**config.mk**
```make
export PLATFORM = sky130hd
export DESIGN_NAME = mem_port_arbiter
export DESIGN_NICKNAME = d
export VERILOG_FILES = /design/src/rtl/mem_arb_pkg.sv /design/src/rtl/mem_port_arbiter_rr_pick2.sv /design/src/rtl/mem_port_arbiter.sv
export SDC_FILE = /design/constraint.sdc
export NUM_CORES = 1
export LEC_CHECK = 0
export ABC_AREA = 1
export CAP_MARGIN = 0
export CORE_AREA = 4 4 114 116
export DETAILED_ROUTE_END_ITERATION = 7
export DIE_AREA = 0 0 118 120
export DONT_BUFFER_PORTS = 1
export HOLD_SLACK_MARGIN = 0.02
export PLACE_DENSITY = 0.75
export RECOVER_POWER = 100
export SLEW_MARGIN = 0
export SYNTH_ARGS = -nofsm -noshare
export SYNTH_HDL_FRONTEND = slang
export SYNTH_SLANG_ARGS = --single-unit
```
**constraint.sdc**
```tcl
create_clock -name clk -period 3.65 [get_ports clk]
set_input_delay 0.365 -clock clk [delete_from_list [all_inputs] [get_ports clk]]
set_output_delay 0.365 -clock clk [all_outputs]
set_load 0.05 [all_outputs]
```
**src/rtl/mem_arb_pkg.sv**
```systemverilog
// Shared types and constants for the two-requester memory port arbiter.
package mem_arb_pkg;

    typedef enum logic [1:0] {
        ST_IDLE   = 2'd0,
        ST_ACCESS = 2'd1,
        ST_DONE   = 2'd2
    } arb_state_t;

    localparam int CNT_W = 4;

    typedef logic req_idx_t;

endpackage

```
**src/rtl/mem_port_arbiter_rr_pick2.sv**
```systemverilog
// Combinational two-way round-robin pick: on a tie, the side not granted last wins.
module rr_pick2
    import mem_arb_pkg::*;
(
    input  logic     req0,
    input  logic     req1,
    input  req_idx_t last,
    output logic     valid,
    output req_idx_t winner
);

    assign valid  = req0 | req1;
    assign winner = (req0 && req1) ? req_idx_t'(~last) : req_idx_t'(req1);

endmodule

```
**src/rtl/mem_port_arbiter.sv**
```systemverilog
// Round-robin owner of the single memory port; each transaction runs
// IDLE -> ACCESS (MEM_LATENCY cycles) -> DONE, with all outputs decoded from registers.
module mem_port_arbiter
    import mem_arb_pkg::*;
#(
    parameter int MEM_LATENCY = 1
) (
    input  logic        clk,
    input  logic        rst,
    input  logic        m0_req,
    input  logic        m1_req,
    input  logic        m0_we,
    input  logic        m1_we,
    input  logic [31:0] m0_addr,
    input  logic [31:0] m1_addr,
    input  logic [31:0] m0_wdata,
    input  logic [31:0] m1_wdata,
    output logic        m0_gnt,
    output logic        m1_gnt,
    output logic        m0_done,
    output logic        m1_done,
    output logic [31:0] m0_rdata,
    output logic [31:0] m1_rdata,
    output logic        memRead,
    output logic        memWrite,
    output logic [31:0] mem_addr,
    output logic [31:0] mem_wdata,
    input  logic [31:0] mem_rdata
);

    localparam logic [CNT_W-1:0] CNT_LOAD = CNT_W'(MEM_LATENCY - 1);

    arb_state_t       state_q, state_d;
    logic [CNT_W-1:0] cnt_q, cnt_d;
    req_idx_t         owner_q, owner_d;
    req_idx_t         last_q, last_d;
    logic             we_q, we_d;
    logic [31:0]      addr_q, addr_d;
    logic [31:0]      wdata_q, wdata_d;
    logic [31:0]      rdata0_q, rdata0_d;
    logic [31:0]      rdata1_q, rdata1_d;

    logic     pick_valid;
    req_idx_t pick_winner;

    rr_pick2 u_pick (
        .req0   (m0_req),
        .req1   (m1_req),
        .last   (last_q),
        .valid  (pick_valid),
        .winner (pick_winner)
    );

    always_comb begin
        state_d  = state_q;
        cnt_d    = cnt_q;
        owner_d  = owner_q;
        last_d   = last_q;
        we_d     = we_q;
        addr_d   = addr_q;
        wdata_d  = wdata_q;
        rdata0_d = rdata0_q;
        rdata1_d = rdata1_q;
        case (state_q)
            ST_IDLE: begin
                if (pick_valid) begin
                    owner_d = pick_winner;
                    we_d    = pick_winner ? m1_we    : m0_we;
                    addr_d  = pick_winner ? m1_addr  : m0_addr;
                    wdata_d = pick_winner ? m1_wdata : m0_wdata;
                    cnt_d   = CNT_LOAD;
                    state_d = ST_ACCESS;
                end
            end
            ST_ACCESS: begin
                if (cnt_q == '0) begin
                    // Read data is taken on the final access edge only.
                    if (!we_q) begin
                        if (owner_q) rdata1_d = mem_rdata;
                        else         rdata0_d = mem_rdata;
                    end
                    last_d  = owner_q;
                    state_d = ST_DONE;
                end else begin
                    cnt_d = cnt_q - CNT_W'(1);
                end
            end
            ST_DONE: state_d = ST_IDLE;
            default: state_d = ST_IDLE;
        endcase
    end

    always_ff @(posedge clk) begin
        if (rst) begin
            state_q  <= ST_IDLE;
            cnt_q    <= '0;
            owner_q  <= 1'b0;
            last_q   <= 1'b1;
            we_q     <= 1'b0;
            addr_q   <= '0;
            wdata_q  <= '0;
            rdata0_q <= '0;
            rdata1_q <= '0;
        end else begin
            state_q  <= state_d;
            cnt_q    <= cnt_d;
            owner_q  <= owner_d;
            last_q   <= last_d;
            we_q     <= we_d;
            addr_q   <= addr_d;
            wdata_q  <= wdata_d;
            rdata0_q <= rdata0_d;
            rdata1_q <= rdata1_d;
        end
    end

    logic busy;
    assign busy      = (state_q == ST_ACCESS) || (state_q == ST_DONE);
    assign m0_gnt    = busy && !owner_q;
    assign m1_gnt    = busy &&  owner_q;
    assign m0_done   = (state_q == ST_DONE) && !owner_q;
    assign m1_done   = (state_q == ST_DONE) &&  owner_q;
    assign memRead   = (state_q == ST_ACCESS) && !we_q;
    assign memWrite  = (state_q == ST_ACCESS) &&  we_q;
    assign mem_addr  = addr_q;
    assign mem_wdata = wdata_q;
    assign m0_rdata  = rdata0_q;
    assign m1_rdata  = rdata1_q;

endmodule

```
==> run metrics <==
Hold/Removal Path Class=primary input to flop; minimum setup slack in the final design=~0.74 ns; Setup TNS Final=0 ns; area after detailed placement=0.005695 mm²; first-pass GRT wire length=23,520 µm; number of antenna diodes=0; Syn Area/Cell=7.262 µm²; Final HPWL DP=between 10,000 and 15,000 µm; detailed-router iteration count before antenna repair=7; CTS sink cnt=137; top cell type's share of synthesized area=47.75%; area growth from synthesis to layout=10.48%; die height=120 µm; reported max-cap violation count=1; number of distinct library cell variants in the gate-level netlist after synthesis=23; clock latency on the worst-skew pair=0.41 ns; fraction of final layout cells with drive strength greater than 1=6.057%; number of antenna-violating nets in the routed design=0; Pwr per Cell Area=1035 mW/mm²; number of global-route vias before repair=4,403; status=finished with violations; net switching power=0.003018 W; buffer type at the clock tree root=clkbuf_16; routed wirelength normalized by instance count=~16 µm; setup repair after global routing missed its margin=no; number of post-CTS setup repair buffers=0; total I/O pin count=300; core area=0.01191 mm²; Worst R2R Path Depth=8; clock network fraction of total power=28.4%; worst voltage drop across the vdd grid=373.6 µV; RR Endpoint=m1_rdata[11]; maximum number of pins on one net before global-route repair=74; Final setup viols=0; Starting DRT DRC Count=~350; Critical Path Sink Type=flop; Synth area leader=dfxtp_1; most frequent cell on the critical path=inv_1; data arrival at the endpoint of the critical path=3.26 ns; initial core utilization=48.22%; internal reg-to-reg setup slack=0.74 ns; Critical path origin=state_q[1]; post-placement worst setup slack=~1.0 ns; antenna violations before repair=0; number of buffers inserted during clock tree synthesis=17; category of the critical setup timing path=flop to flop; post-synthesis instance area=~0.0057 mm²; Area contributors post-synth=dfxtp_1 48%, o21ai_0 14%, nor2_1 13%, a21oi_1 6.1%, inv_1 5.2%; clock-pin slew reported for the worst setup and hold paths after clock tree synthesis=approximately 0.06 ns; internal power of the cells=0.003552 W; weighted congestion reported at the end of routability-driven placement=0.8076; post-route cell area=roughly 0.0063 mm²; buffer levels on the longest clock path=2; violated checks=capacitance limit, slew limit; cell breakdown of the critical path=inv_1 -> ha_1 -> inv_1 -> nor2_4 -> nand3_2 -> inv_1 -> nor2_1 -> nor2_1; number of design rule violations left after detail routing=0; Yosys warning total=0; startpoint kind of the worst setup timing path=flop; worst reg2reg path startpoint=state_q[1]; final net count=around 930; WP data required=roughly 4 ns; Horiz. Die Dim=approximately 120 µm; GRT Util Overall=20.62%; Worst slew margin=-23.51%; overall via count from detail_route=4,857; CP Capture Point=m1_rdata[11]; slew of the pin with the lowest slew margin=1.853 ns; detail-routed via count per cell=about 5.3; Max FO, Critical Path=33; leakage power of the design=2.676 nW; highest clock rate=around 0.34 GHz; number of cells produced by synthesis=approximately 790; synthesis-stage register bit count=137; final number of max-transition violations=23; relative contribution of sequential cells to total power=between 50% and 60%; clock tree from TritonCTS=done; Slowest cell on crit path=inv_1; switching share of power=a little under half; Worst path max stage delay=0.92 ns; post-route worst hold slack=between 0.06 and 0.07 ns; Max Clock Skew=0.005284 ns; final hold viol count=0; overall overflow remaining after global route=0; combinational share of power=19.5%; share of the clock period used by the worst path=79.84%; number of rows created at floorplan=40; H-tree levels=4; die area=0.01416 mm²; minimum clock period after layout=2.914 ns; quantity of I/O buffers inserted on ports=0; number of nets in the synthesized netlist=around 960; Total Wirelength=15,210 µm; sequential share of the synthesized area=between 40% and 50%
-- per-stage QoR --
stage	utilization, %	power, W	std cells
after global placement	47.82	0.004732	890
after global routing	53.28	0.006950	923
after detailed placement	47.82	0.004764	890
final	53.28	0.006570	923
after CTS	53.43	0.006636	923
after floorplan	-	0.004489	791
-- final cells by class --
| class | count | area [µm²] |
|---|---|---|
| Inverter | 85 | 320.3 |
| Fill cell | 1119 | 5565 |
| Sequential cell | 137 | 2743 |
| Clock buffer | 23 | 498.0 |
| Timing Repair Buffer | 8 | 80.08 |
| Tap cell | 147 | 183.9 |
| Multi-Input combinational cell | 514 | 2360 |
| Clock inverter | 9 | 161.4 |
-- routing by layer --
layer | GRT usage (%) | part of all wire (%) | vias to the layer above
li1 | - | - | 2489
met1 | 24.27 | 40 | 2129
met2 | 34.60 | 49 | 218
met3 | 7.870 | 8.9 | 21
met4 | 6.960 | 1.8 | 0
met5 | 0 | 0 | -
-- sequential cells by signal, summed over array words and instances (netlist names) --
register / count
mem_addr: 32
m0_rdata: 32
cnt_q: 4
mem_wdata: 32
we_q: 1
m1_rdata: 32
state_q: 2
last_q: 1
owner_q: 1
-- worst min path at each step --
stage,start,endpoint,slack (ns),cells after the start
after floorplan,rst,owner_q,0.43,1
after global routing,rst,last_q,0.08,2
final,rst,last_q,0.07,2
after detailed placement,rst,state_q[1],0.44,1
after global placement,rst,owner_q,0.43,1
after CTS,rst,last_q,0.05,2
-- worst max-delay path: cells and delay by family, from the launching register on --
kind | cells | cell delay [ns]
DFF | 1 | 0.33
and+or+nand+nor | 4 | 1.08
buffers and inverters | 3 | 1.13
adders and majority gates | 1 | 0.31
-- kinds of logic after synthesis --
family                     synth area share [%]
DFF                                       47.75
and+or+nand+nor                           16.64
buffers and inverters                     11.11
AOI/OAI and AO/OA                         23.42
adders and majority gates                 1.089
-- synth_stat cells (all sizes together) --
cell type / instances
a21oi: 71
and2: 1
buf: 35
clkbuf: 20
dfxtp: 137
ha: 5
inv: 85
nand2: 20
nand3: 10
nand4: 1
nor2: 207
nor3: 1
o21ai: 197
or2: 1
-- power by group through the flow --
stage	Combinational, W	Sequential (W)	Clock, W
finish	0.00128	0.00342	0.00186
global route	0.00152	0.00346	0.00197
CTS	0.00131	0.00344	0.00189
detailed placement	0.00130	0.00347	0
global placement	0.00127	0.00346	0
floorplan	0.00116	0.00333	0
-- placed cells by master (no fill, tap or decap), types with 4 or more instances in the layout --
master       n
nand2_1     20
dfxtp_1    137
a21oi_1     71
o21ai_1      8
clkbuf_16   17
clkbuf_8     5
nand3_1      8
o21ai_0    189
ha_1         5
nor2_1     203
inv_1       81
bufinv_16    4
-- timing repair --
action                                  in CTS  in global routing
endpoints found under the setup margin       0                  0
resized for setup                            0                  0
hold buffers                                 1                  0
endpoints found under the hold margin        3                  0
(Power assumes the default switching activity.)
